### config.mk
export PLATFORM = sky130hd
export DESIGN_NAME = hachure_wb_gpio_flat
export DESIGN_NICKNAME = d
export VERILOG_FILES = /design/src/rtl/hachure_pkg.sv /design/src/rtl/hachure_wb_gpio_if.sv /design/src/rtl/hachure_sync2.sv /design/src/rtl/hachure_wb_gpio.sv /design/src/flat_wrapper.sv
export SDC_FILE = /design/constraint.sdc
export NUM_CORES = 1
export LEC_CHECK = 0
export ABC_AREA = 0
export CAP_MARGIN = 20
export CORE_MARGIN = 2
export CORE_UTILIZATION = 47
export CTS_CLUSTER_DIAMETER = 120
export DETAILED_ROUTE_END_ITERATION = 12
export GPL_TIMING_DRIVEN = 1
export PLACE_DENSITY_LB_ADDON = 0.2
export SLEW_MARGIN = 0
export SYNTH_ARGS = -nofsm -noshare
export SYNTH_HDL_FRONTEND = slang
export SYNTH_SLANG_ARGS = --single-unit
export TNS_END_PERCENT = 10
### constraint.sdc
create_clock -name clk_i -period 3.35 [get_ports clk_i]
set_input_delay 0.5025 -clock clk_i [delete_from_list [all_inputs] [get_ports clk_i]]
set_output_delay 0.5025 -clock clk_i [all_outputs]
set_load 0.01 [all_outputs]
### src/rtl/hachure_pkg.sv
`default_nettype none
// ============================================================================
// Module      : hachure_pkg
// Description : Shared register map and reset constants for the hachure GPIO.
// Revision    : 1.0 - initial release
// ============================================================================
package hachure_pkg;

    localparam logic [3:0] GPIO_OUT     = 4'd0;
    localparam logic [3:0] GPIO_OE      = 4'd1;
    localparam logic [3:0] GPIO_IN      = 4'd2;
    localparam logic [3:0] GPIO_CS      = 4'd3;
    localparam logic [3:0] GPIO_SL      = 4'd4;
    localparam logic [3:0] GPIO_PU      = 4'd5;
    localparam logic [3:0] GPIO_PD      = 4'd6;
    localparam logic [3:0] GPIO_RISE_EN = 4'd7;
    localparam logic [3:0] GPIO_FALL_EN = 4'd8;
    localparam logic [3:0] GPIO_STAT    = 4'd9;

    // Slew select comes out of reset with every pin in the same state.
    localparam logic [7:0] GPIO_SL_RST  = 8'hFF;

endpackage
`default_nettype wire

### src/rtl/hachure_wb_gpio_if.sv
`default_nettype none
// ============================================================================
// Module      : hachure_wb_gpio_if
// Description : Wishbone-classic slave bus bundle for the GPIO peripheral.
// Revision    : 1.0 - initial release
// ============================================================================
interface hachure_wb_gpio_if;

    logic        wb_cyc_i;
    logic        wb_stb_i;
    logic        wb_we_i;
    logic [3:0]  wb_adr_i;
    logic [31:0] wb_dat_i;
    logic [3:0]  wb_sel_i;
    logic [31:0] wb_dat_o;
    logic        wb_ack_o;

    modport master (
        output wb_cyc_i, wb_stb_i, wb_we_i, wb_adr_i, wb_dat_i, wb_sel_i,
        input  wb_dat_o, wb_ack_o
    );

    modport slave (
        input  wb_cyc_i, wb_stb_i, wb_we_i, wb_adr_i, wb_dat_i, wb_sel_i,
        output wb_dat_o, wb_ack_o
    );

endinterface
`default_nettype wire

### src/rtl/hachure_sync2.sv
`default_nettype none
// ============================================================================
// Module      : hachure_sync2
// Description : Parameterised-width two-flop synchroniser, sync reset.
// Revision    : 1.0 - initial release
// ============================================================================
module hachure_sync2 #(
    parameter int WIDTH = 1
) (
    input  wire logic             clk,
    input  wire logic             rst,
    input  wire logic [WIDTH-1:0] i_d,
    output logic      [WIDTH-1:0] o_q
);

    logic [WIDTH-1:0] r_s1;
    logic [WIDTH-1:0] r_s2;

    always_ff @(posedge clk) begin
        if (rst) begin
            r_s1 <= '0;
            r_s2 <= '0;
        end else begin
            r_s1 <= i_d;
            r_s2 <= r_s1;
        end
    end

    assign o_q = r_s2;

endmodule
`default_nettype wire

### src/rtl/hachure_wb_gpio.sv
`default_nettype none
// ============================================================================
// Module      : hachure_wb_gpio
// Description : Wishbone GPIO slave with pad control, edge capture and IRQ.
// Revision    : 1.0 - initial release
// ============================================================================
module hachure_wb_gpio
    import hachure_pkg::*;
#(
    parameter int NUM_GPIO = 4
) (
    input  wire logic                clk_i,
    input  wire logic                rst_i,
    hachure_wb_gpio_if.slave         wb,
    input  wire logic [NUM_GPIO-1:0] gpi_i,
    output logic      [NUM_GPIO-1:0] gpo_o,
    output logic      [NUM_GPIO-1:0] gpeo_o,
    output logic      [NUM_GPIO-1:0] gpcs_o,
    output logic      [NUM_GPIO-1:0] gpsl_o,
    output logic      [NUM_GPIO-1:0] gppu_o,
    output logic      [NUM_GPIO-1:0] gppd_o,
    output logic                     irq_o
);

    localparam int         c_pad     = 32 - NUM_GPIO;
    localparam logic [1:0] c_warm_ok = 2'd3;

    logic [NUM_GPIO-1:0] r_gpo, r_gpeo, r_gpcs, r_gpsl, r_gppu, r_gppd;
    logic [NUM_GPIO-1:0] r_rise_en, r_fall_en, r_stat, r_prev;
    logic [1:0]          r_warm;
    logic                r_ack;
    logic                r_irq;
    logic [31:0]         r_dat;

    logic                w_req;
    logic                w_wr;
    logic [NUM_GPIO-1:0] w_wdata;
    logic [NUM_GPIO-1:0] w_sync;
    logic [NUM_GPIO-1:0] w_rise, w_fall, w_clr, w_stat_next;
    logic [NUM_GPIO-1:0] w_rsel;
    logic [31:0]         w_rdata;
    logic                w_unused;

    hachure_sync2 #(
        .WIDTH (NUM_GPIO)
    ) u_sync (
        .clk (clk_i),
        .rst (rst_i),
        .i_d (gpi_i),
        .o_q (w_sync)
    );

    assign w_req   = wb.wb_cyc_i & wb.wb_stb_i & ~r_ack;
    assign w_wr    = w_req & wb.wb_we_i & wb.wb_sel_i[0];
    assign w_wdata = wb.wb_dat_i[NUM_GPIO-1:0];

    // Edges are masked until the sync chain and prev flop hold real pad data.
    assign w_rise = (r_warm == c_warm_ok) ? ( w_sync & ~r_prev) : '0;
    assign w_fall = (r_warm == c_warm_ok) ? (~w_sync &  r_prev) : '0;

    assign w_clr       = (w_wr && wb.wb_adr_i == GPIO_STAT) ? w_wdata : '0;
    assign w_stat_next = (r_stat & ~w_clr) | (w_rise & r_rise_en) | (w_fall & r_fall_en);

    always_comb begin
        w_rsel = '0;
        case (wb.wb_adr_i)
            GPIO_OUT:     w_rsel = r_gpo;
            GPIO_OE:      w_rsel = r_gpeo;
            GPIO_IN:      w_rsel = w_sync;
            GPIO_CS:      w_rsel = r_gpcs;
            GPIO_SL:      w_rsel = r_gpsl;
            GPIO_PU:      w_rsel = r_gppu;
            GPIO_PD:      w_rsel = r_gppd;
            GPIO_RISE_EN: w_rsel = r_rise_en;
            GPIO_FALL_EN: w_rsel = r_fall_en;
            GPIO_STAT:    w_rsel = r_stat;
            default:      w_rsel = '0;
        endcase
    end

    assign w_rdata = {{c_pad{1'b0}}, w_rsel};

    always_ff @(posedge clk_i) begin
        if (rst_i) begin
            r_gpo     <= '0;
            r_gpeo    <= '0;
            r_gpcs    <= '0;
            r_gpsl    <= GPIO_SL_RST[NUM_GPIO-1:0];
            r_gppu    <= '0;
            r_gppd    <= '0;
            r_rise_en <= '0;
            r_fall_en <= '0;
            r_stat    <= '0;
            r_prev    <= '0;
            r_warm    <= 2'd0;
            r_ack     <= 1'b0;
            r_dat     <= '0;
            r_irq     <= 1'b0;
        end else begin
            r_ack <= w_req;
            if (w_req && !wb.wb_we_i) begin
                r_dat <= w_rdata;
            end
            if (w_wr) begin
                case (wb.wb_adr_i)
                    GPIO_OUT:     r_gpo     <= w_wdata;
                    GPIO_OE:      r_gpeo    <= w_wdata;
                    GPIO_CS:      r_gpcs    <= w_wdata;
                    GPIO_SL:      r_gpsl    <= w_wdata;
                    GPIO_PU:      r_gppu    <= w_wdata;
                    GPIO_PD:      r_gppd    <= w_wdata;
                    GPIO_RISE_EN: r_rise_en <= w_wdata;
                    GPIO_FALL_EN: r_fall_en <= w_wdata;
                    default:      ;
                endcase
            end
            r_prev <= w_sync;
            if (r_warm != c_warm_ok) begin
                r_warm <= r_warm + 2'd1;
            end
            r_stat <= w_stat_next;
            r_irq  <= |w_stat_next;
        end
    end

    assign wb.wb_ack_o = r_ack;
    assign wb.wb_dat_o = r_dat;
    assign gpo_o       = r_gpo;
    assign gpeo_o      = r_gpeo;
    assign gpcs_o      = r_gpcs;
    assign gpsl_o      = r_gpsl;
    assign gppu_o      = r_gppu;
    assign gppd_o      = r_gppd;
    assign irq_o       = r_irq;

    assign w_unused = &{1'b0, wb.wb_sel_i[3:1], wb.wb_dat_i[31:NUM_GPIO]};

endmodule
`default_nettype wire
### src/flat_wrapper.sv
// flat-port wrapper written by rule: the top's interface ports become plain ports
module hachure_wb_gpio_flat import hachure_pkg::*;
#(
    parameter int NUM_GPIO = 4
)
  (clk_i, rst_i, gpi_i, gpo_o, gpeo_o, gpcs_o, gpsl_o, gppu_o, gppd_o, irq_o, wb_wb_cyc_i, wb_wb_stb_i, wb_wb_we_i, wb_wb_adr_i, wb_wb_dat_i, wb_wb_sel_i, wb_wb_dat_o, wb_wb_ack_o);
  hachure_wb_gpio_if wb_i ();
  input  wire logic clk_i;
  input  wire logic rst_i;
  input  wire logic [NUM_GPIO-1:0] gpi_i;
  output logic      [NUM_GPIO-1:0] gpo_o;
  output logic      [NUM_GPIO-1:0] gpeo_o;
  output logic      [NUM_GPIO-1:0] gpcs_o;
  output logic      [NUM_GPIO-1:0] gpsl_o;
  output logic      [NUM_GPIO-1:0] gppu_o;
  output logic      [NUM_GPIO-1:0] gppd_o;
  output logic irq_o;
  input wire logic [$bits(wb_i.wb_cyc_i)-1:0] wb_wb_cyc_i;
  input wire logic [$bits(wb_i.wb_stb_i)-1:0] wb_wb_stb_i;
  input wire logic [$bits(wb_i.wb_we_i)-1:0] wb_wb_we_i;
  input wire logic [$bits(wb_i.wb_adr_i)-1:0] wb_wb_adr_i;
  input wire logic [$bits(wb_i.wb_dat_i)-1:0] wb_wb_dat_i;
  input wire logic [$bits(wb_i.wb_sel_i)-1:0] wb_wb_sel_i;
  output wire logic [$bits(wb_i.wb_dat_o)-1:0] wb_wb_dat_o;
  output wire logic [$bits(wb_i.wb_ack_o)-1:0] wb_wb_ack_o;
  assign wb_i.wb_cyc_i = wb_wb_cyc_i;
  assign wb_i.wb_stb_i = wb_wb_stb_i;
  assign wb_i.wb_we_i = wb_wb_we_i;
  assign wb_i.wb_adr_i = wb_wb_adr_i;
  assign wb_i.wb_dat_i = wb_wb_dat_i;
  assign wb_i.wb_sel_i = wb_wb_sel_i;
  assign wb_wb_dat_o = wb_i.wb_dat_o;
  assign wb_wb_ack_o = wb_i.wb_ack_o;
  hachure_wb_gpio #(.NUM_GPIO(NUM_GPIO)) u_core (.clk_i(clk_i), .rst_i(rst_i), .wb(wb_i), .gpi_i(gpi_i), .gpo_o(gpo_o), .gpeo_o(gpeo_o), .gpcs_o(gpcs_o), .gpsl_o(gpsl_o), .gppu_o(gppu_o), .gppd_o(gppd_o), .irq_o(irq_o));
endmodule
==> out/qor.yml, run 1 <==
outcome: "finished clean"
clk_latency_ns: 0.31
worst-setup-path-type: "input pin to register"
final.min_clock_period_ns: 2.33
fin_util: 0.564
cts_hold_buf: 0
muxShareOfSynthArea: 0.0833
hold_violations: 0
required_ns: 3.48
grt_max_degree: 55
r2r_start: "u_core.wb.wb_ack_o$_SDFF_PP0_"
fill_cells: 556
hp-start: "u_core.u_sync.r_s1[0]$_SDFF_PP0_"
period_share: 0.694
grt_pass1_vias: 1849
grt_overflow_total: 0
postRouteAntennaNets: 0
synth_area_leaders: "dfxtp_1 (40%), buf_4 (8.1%), mux2i_1 (7.5%)"
cts_inserted_buffers: 5
rsz0062_at_grt: "false"
max_freq_mhz: 430
nets: 395
path_max_fanout: 14
first_pass_iters: 4
antenna_found_initial: 0
worstHoldPathType: "register to register"
initial_core_util: 0.480
reg2reg_slack_ns: 1.52
grtUsageTotal: 0.199
cts-root-buf: "clkbuf_8"
ctsLongestPathBuffers: 2
synthSimpleGateAreaFrac: 0.238
worstSetupStartpointType: "input pin"
num_antenna_cells: 0
via_per_inst: 5.25
area_growth_pct: 17.4
core_area_sq_um: 5820
drt-wirelength-per-cell_um: 15.6
die_w_um: 81.1
cts_resized: 0
synth_seq_area_share: 0.401
reg2reg_to: "u_core.gpsl_o[2]$_SDFFE_PP1P_"
synth_top_area_frac: 0.401
syn_inst: 306
worst_setup_path_end_kind: "register"
avgSynthCellArea_sq_um: 9.13
fin_worst_skew_ns: 0.00951
p_leak_nw: 1.15
vdd_drop_max_mv: 0.255
syn-cell-area_sq_um: 2790
synth-compound-area-share: 0.149
die_area_sq_um: 6570
path_clk_slew_ns: 0.10
drive_gt1_frac: 0.0838
holdPathStages: 1
cts_setup_buffers: 0
synth_fa_ha_area_frac: 0.00448
max-cap-violations: 0
power.density_nw_per_um2: 367
numPortBuffers: 47
htree_levels: 2
setup_viol: 0
r2r_cells: 5
ys_seq_elements: 56
synth_top_family_by_area: "simple AND/OR/NAND/NOR gates"
cts_tree: "yes"
rows: 28
io_pins: 107
finalPower_mw: 1.20
dr.first_iter.drc_count: 182
clock_sink_count: 56
gp_congestion: 0.873
synth_edf_count: 0
slew_viol_final: 0
vias: 2212
max_slew_margin: 0.360
whs_endpoint: "u_core.u_sync.o_q[0]$_SDFF_PP0_"
tns_ns: 0
routed_wl_um: 6550
synthXorXnorAreaFrac: 0.00314
yosys_warnings: 0
yosysUniqueCellTypes: 51
async_reset_ff_frac: 0
cp.arrival_ns: 2.46
route.detailed.drc: 0
yosysTopAreaCell: "dfxtp_1"
dp_hpwl_um: 4710
worst_slew_pin_slew_ns: 0.961
grt_pass1_wl_um: 9760
die-height_um: 81.1
ys.flop_type: "dfxtp_1"
[per-stage QoR]
step	setup WS [ns]	hold WS (ns)	cell area, sq um	instances
floorplan	1.60	0.414	2890	333
global placement	0.729	0.418	3190	413
CTS	1.04	0.446	3280	421
finish	1.02	0.442	3280	421
detailed placement	0.728	0.422	3190	413
global route	0.833	0.461	3280	421
[layer usage]
layer  global-route usage  wire, um  vias up
met5                    0         0        -
met2                0.311      3030       82
met1                0.283      3020     1042
met4               0.0407        25        0
li1                     -         -     1086
met3               0.0433       465        2
[cells by family after synthesis]
family          count (synthesis)
buf+inv                        52
xor+xnor                        1
simple gates                  110
other cells                     1
fa+ha+maj                       1
flops                          56
mux                            22
compound gates                 63
[layout make-up]
cell class | instances | area (sq um) | area share
inverter | 3 | 11.3 | 0.00343
sequential | 56 | 1120 | 0.342
tap | 75 | 93.8 | 0.0286
clock buffer | 7 | 86.3 | 0.0263
multi-input combinational | 225 | 1440 | 0.440
timing repair buffer | 54 | 518 | 0.158
clock inverter | 1 | 7.51 | 0.00229
[state kept, by name (all words and copies together), names as in the netlist]
name                flops
u_core.gpcs_o           4
u_core.gpeo_o           4
u_core.gpo_o            4
u_core.gppd_o           4
u_core.gppu_o           4
u_core.gpsl_o           4
u_core.r_fall_en        4
u_core.r_prev           4
u_core.r_rise_en        4
u_core.r_stat           4
u_core.u_sync.o_q       4
u_core.u_sync.r_s1      4
u_core.wb.wb_dat_o      4
u_core.r_warm           2
u_core.irq_o            1
u_core.wb.wb_ack_o      1
[synthesized netlist by cell type (2+ instances only)]
cell type	instances
mux2i_1	21
nor2_1	33
a21oi_1	14
dfxtp_1	56
and3b_1	2
buf_6	2
buf_1	2
o211ai_1	2
a22oi_1	9
a211o_1	5
nor3b_1	4
o21ai_0	17
buf_2	4
inv_1	3
clkbuf_1	10
a22o_1	5
nand3b_1	6
nand3_1	2
nand2b_1	2
nor4_4	3
nor2b_1	20
a31oi_1	3
buf_4	30
nand2_1	24
[power by group]
part | leakage [nW] | internal (mW) | switching, mW | total, mW
logic | 0.656 | 0.0510 | 0.0859 | 0.137
clock network | 0.0445 | 0.169 | 0.212 | 0.381
registers | 0.454 | 0.678 | 0.00676 | 0.685
[worst max-delay path by stage]
stage	endpoint	cells past startpoint	start
6_report	u_core.irq_o$_SDFF_PP0_	7	wb_wb_adr_i[2]
2_1_floorplan	u_core.wb.wb_dat_o[0]$_SDFFE_PP0P_	5	wb_wb_adr_i[2]
4_1_cts	u_core.irq_o$_SDFF_PP0_	7	wb_wb_adr_i[2]
5_1_grt	u_core.irq_o$_SDFF_PP0_	7	wb_wb_adr_i[2]
3_5_place_dp	u_core.irq_o$_SDFF_PP0_	7	wb_wb_adr_i[2]
3_3_place_gp	u_core.gpsl_o[1]$_SDFFE_PP1P_	6	wb_wb_adr_i[2]
[critical path, cell delays in order]
cell and delay (ns):
clkdlybuf4s50_1 0.56, buf_4 0.28, and2b_1 0.30, nor4b_4 0.32
nand2_1 0.09, a22oi_1 0.25, a41oi_1 0.16
[layout by cell type (no fill, tap or decap), types with 2 or more instances in the layout]
cell type / Yosys / final
o21ai_0: 17 / 17
nor2b_1: 20 / 20
clkbuf_8: 0 / 6
o211ai_1: 2 / 2
nor2_1: 33 / 33
a31oi_1: 3 / 3
and3b_1: 2 / 2
a211o_1: 5 / 5
nor3b_1: 4 / 4
a22o_1: 5 / 5
buf_4: 30 / 7
a22oi_1: 9 / 9
a21oi_1: 14 / 14
nand3b_1: 6 / 6
nor4_4: 3 / 3
nand2_1: 24 / 24
clkdlybuf4s50_1: 0 / 46
nand3_1: 2 / 2
conb_1: 1 / 28
mux2i_1: 21 / 21
dfxtp_1: 56 / 56
inv_1: 3 / 3
nand2b_1: 2 / 2
(Power assumes the default switching activity.)
==> run 2: changes to the inputs <==
CORE_UTILIZATION = 44   (was 47)
clock period = 2.3 ns   (was 3.35 ns; I/O delays follow)
==> run 2 against run 1 <==
Compared with the run above: design area up 4.2%; global-route usage down 0.16 points; sequential cell count unchanged; combinational power up 58%; utilization down 1.6 points; count of clock-buffer cells in the layout unchanged; sequential share of layout area down 1.4 points.
==> out/qor.yml, run 2 (same netlist as run 1, synthesis figures left out) <==
die_area_sq_um: 7000
vdd_drop_max_mv: 0.305
path_max_fanout: 8
whs_ns: 0.390
dr.first_iter.drc_count: 111
io_pins: 107
worstSetupStartpointType: "input pin"
postRouteAntennaNets: 0
final.min_clock_period_ns: 2.00
period_share: 0.870
final_cell_mix: "dfxtp_1 (56), clkdlybuf4s50_1 (46), nor2_1 (33)"
cts_hold_buf: 0
cts-root-buf: "clkbuf_8"
routed_wl_um: 6770
worst_setup_path_end_kind: "register"
gp_congestion: 0.899
cts_setup_buffers: 0
area_growth_pct: 22.4
via_per_inst: 5.19
die-height_um: 83.7
max_freq_mhz: 500
setup_viol: 0
core_area_sq_um: 6240
cts_resized: 0
rows: 29
antenna_found_initial: 0
max-cap-violations: 0
grtUsageTotal: 0.197
cts_tree: "yes"
hold_violations: 0
htree_levels: 2
path_clk_slew_ns: 0.10
required_ns: 2.56
numPortBuffers: 47
ctsLongestPathBuffers: 2
worstHoldPathType: "input pin to register"
grt_pass1_wl_um: 10900
vias: 2256
first_pass_iters: 4
cp.arrival_ns: 2.26
slew_viol_final: 0
clock_sink_count: 56
rsz0062_at_grt: "false"
cts_inserted_buffers: 5
drive_gt1_frac: 0.117
outcome: "finished clean"
grt_max_degree: 37
initial_core_util: 0.447
fin_worst_skew_ns: 0.00542
worst-setup-path-type: "input pin to register"
route.detailed.drc: 0
nets: 407
dp_hpwl_um: 5110
final_common_cell: "dfxtp_1"
grt_pass1_vias: 2090
power.density_nw_per_um2: 560
clk_latency_ns: 0.31
p_leak_nw: 1.24
tns_ns: 0
die_w_um: 83.7
grt_overflow_total: 0
drt-wirelength-per-cell_um: 15.6
num_antenna_cells: 0
[run 2: cell types whose count changed in the layout (fill, tap and decap cells not counted), sizes merged]
cell	previous run	this run
buf	8	20
bufinv	0	1
clkinvlp	1	0
[run 2: metrics by stage]
stage          power (mW)  utilization  setup slack (ns)  cells  cell area [sq um]
2_1_floorplan        1.19            -             0.712    333               2890
3_3_place_gp         1.23        0.527           0.00356    427               3290
3_5_place_dp         1.24        0.527           -0.0194    427               3290
4_1_cts              1.93        0.548             0.304    435               3420
5_1_grt              1.99        0.548             0.179    435               3420
6_report             1.91        0.548             0.298    435               3420
[run 2: per-layer routing]
layer	GRT usage	share of wire
met1	0.277	0.46
met2	0.314	0.47
met3	0.0376	0.059
met4	0.0469	0.0089
met5	0	0
[run 2: final timing paths]
check	startpoint	cells past startpoint	to	slack, ns
setup reg to reg	u_core.wb.wb_ack_o$_SDFF_PP0_	5	u_core.gpo_o[0]$_SDFFE_PP0P_	0.60
hold reg to reg	u_core.u_sync.r_s1[2]$_SDFF_PP0_	1	u_core.u_sync.o_q[2]$_SDFF_PP0_	0.44
setup / recovery	wb_wb_adr_i[2]	7	u_core.wb.wb_dat_o[2]$_SDFFE_PP0P_	0.30
hold / removal	rst_i	2	u_core.wb.wb_ack_o$_SDFF_PP0_	0.39
[run 2: area by class of cell]
cell class | instances | area (sq um)
clock buffer | 7 | 96.3
clock inverter | 1 | 30.0
fill | 595 | 2820
inverter | 3 | 11.3
multi-input combinational | 225 | 1440
sequential | 56 | 1120
tap | 77 | 96.3
timing repair buffer | 66 | 621
[run 2: power breakdown]
group          internal (mW)  switching [mW]
registers              0.988          0.0101
clock network          0.384           0.313
logic                 0.0880           0.129
total                   1.46           0.452
[run 2: worst max-delay path, cell delays in order]
cell and delay, ns:
clkdlybuf4s50_1 0.56, buf_4 0.26, nor2_1 0.20, inv_1 0.11, a2111oi_2 0.55, o31ai_1 0.15, nand2_1 0.09
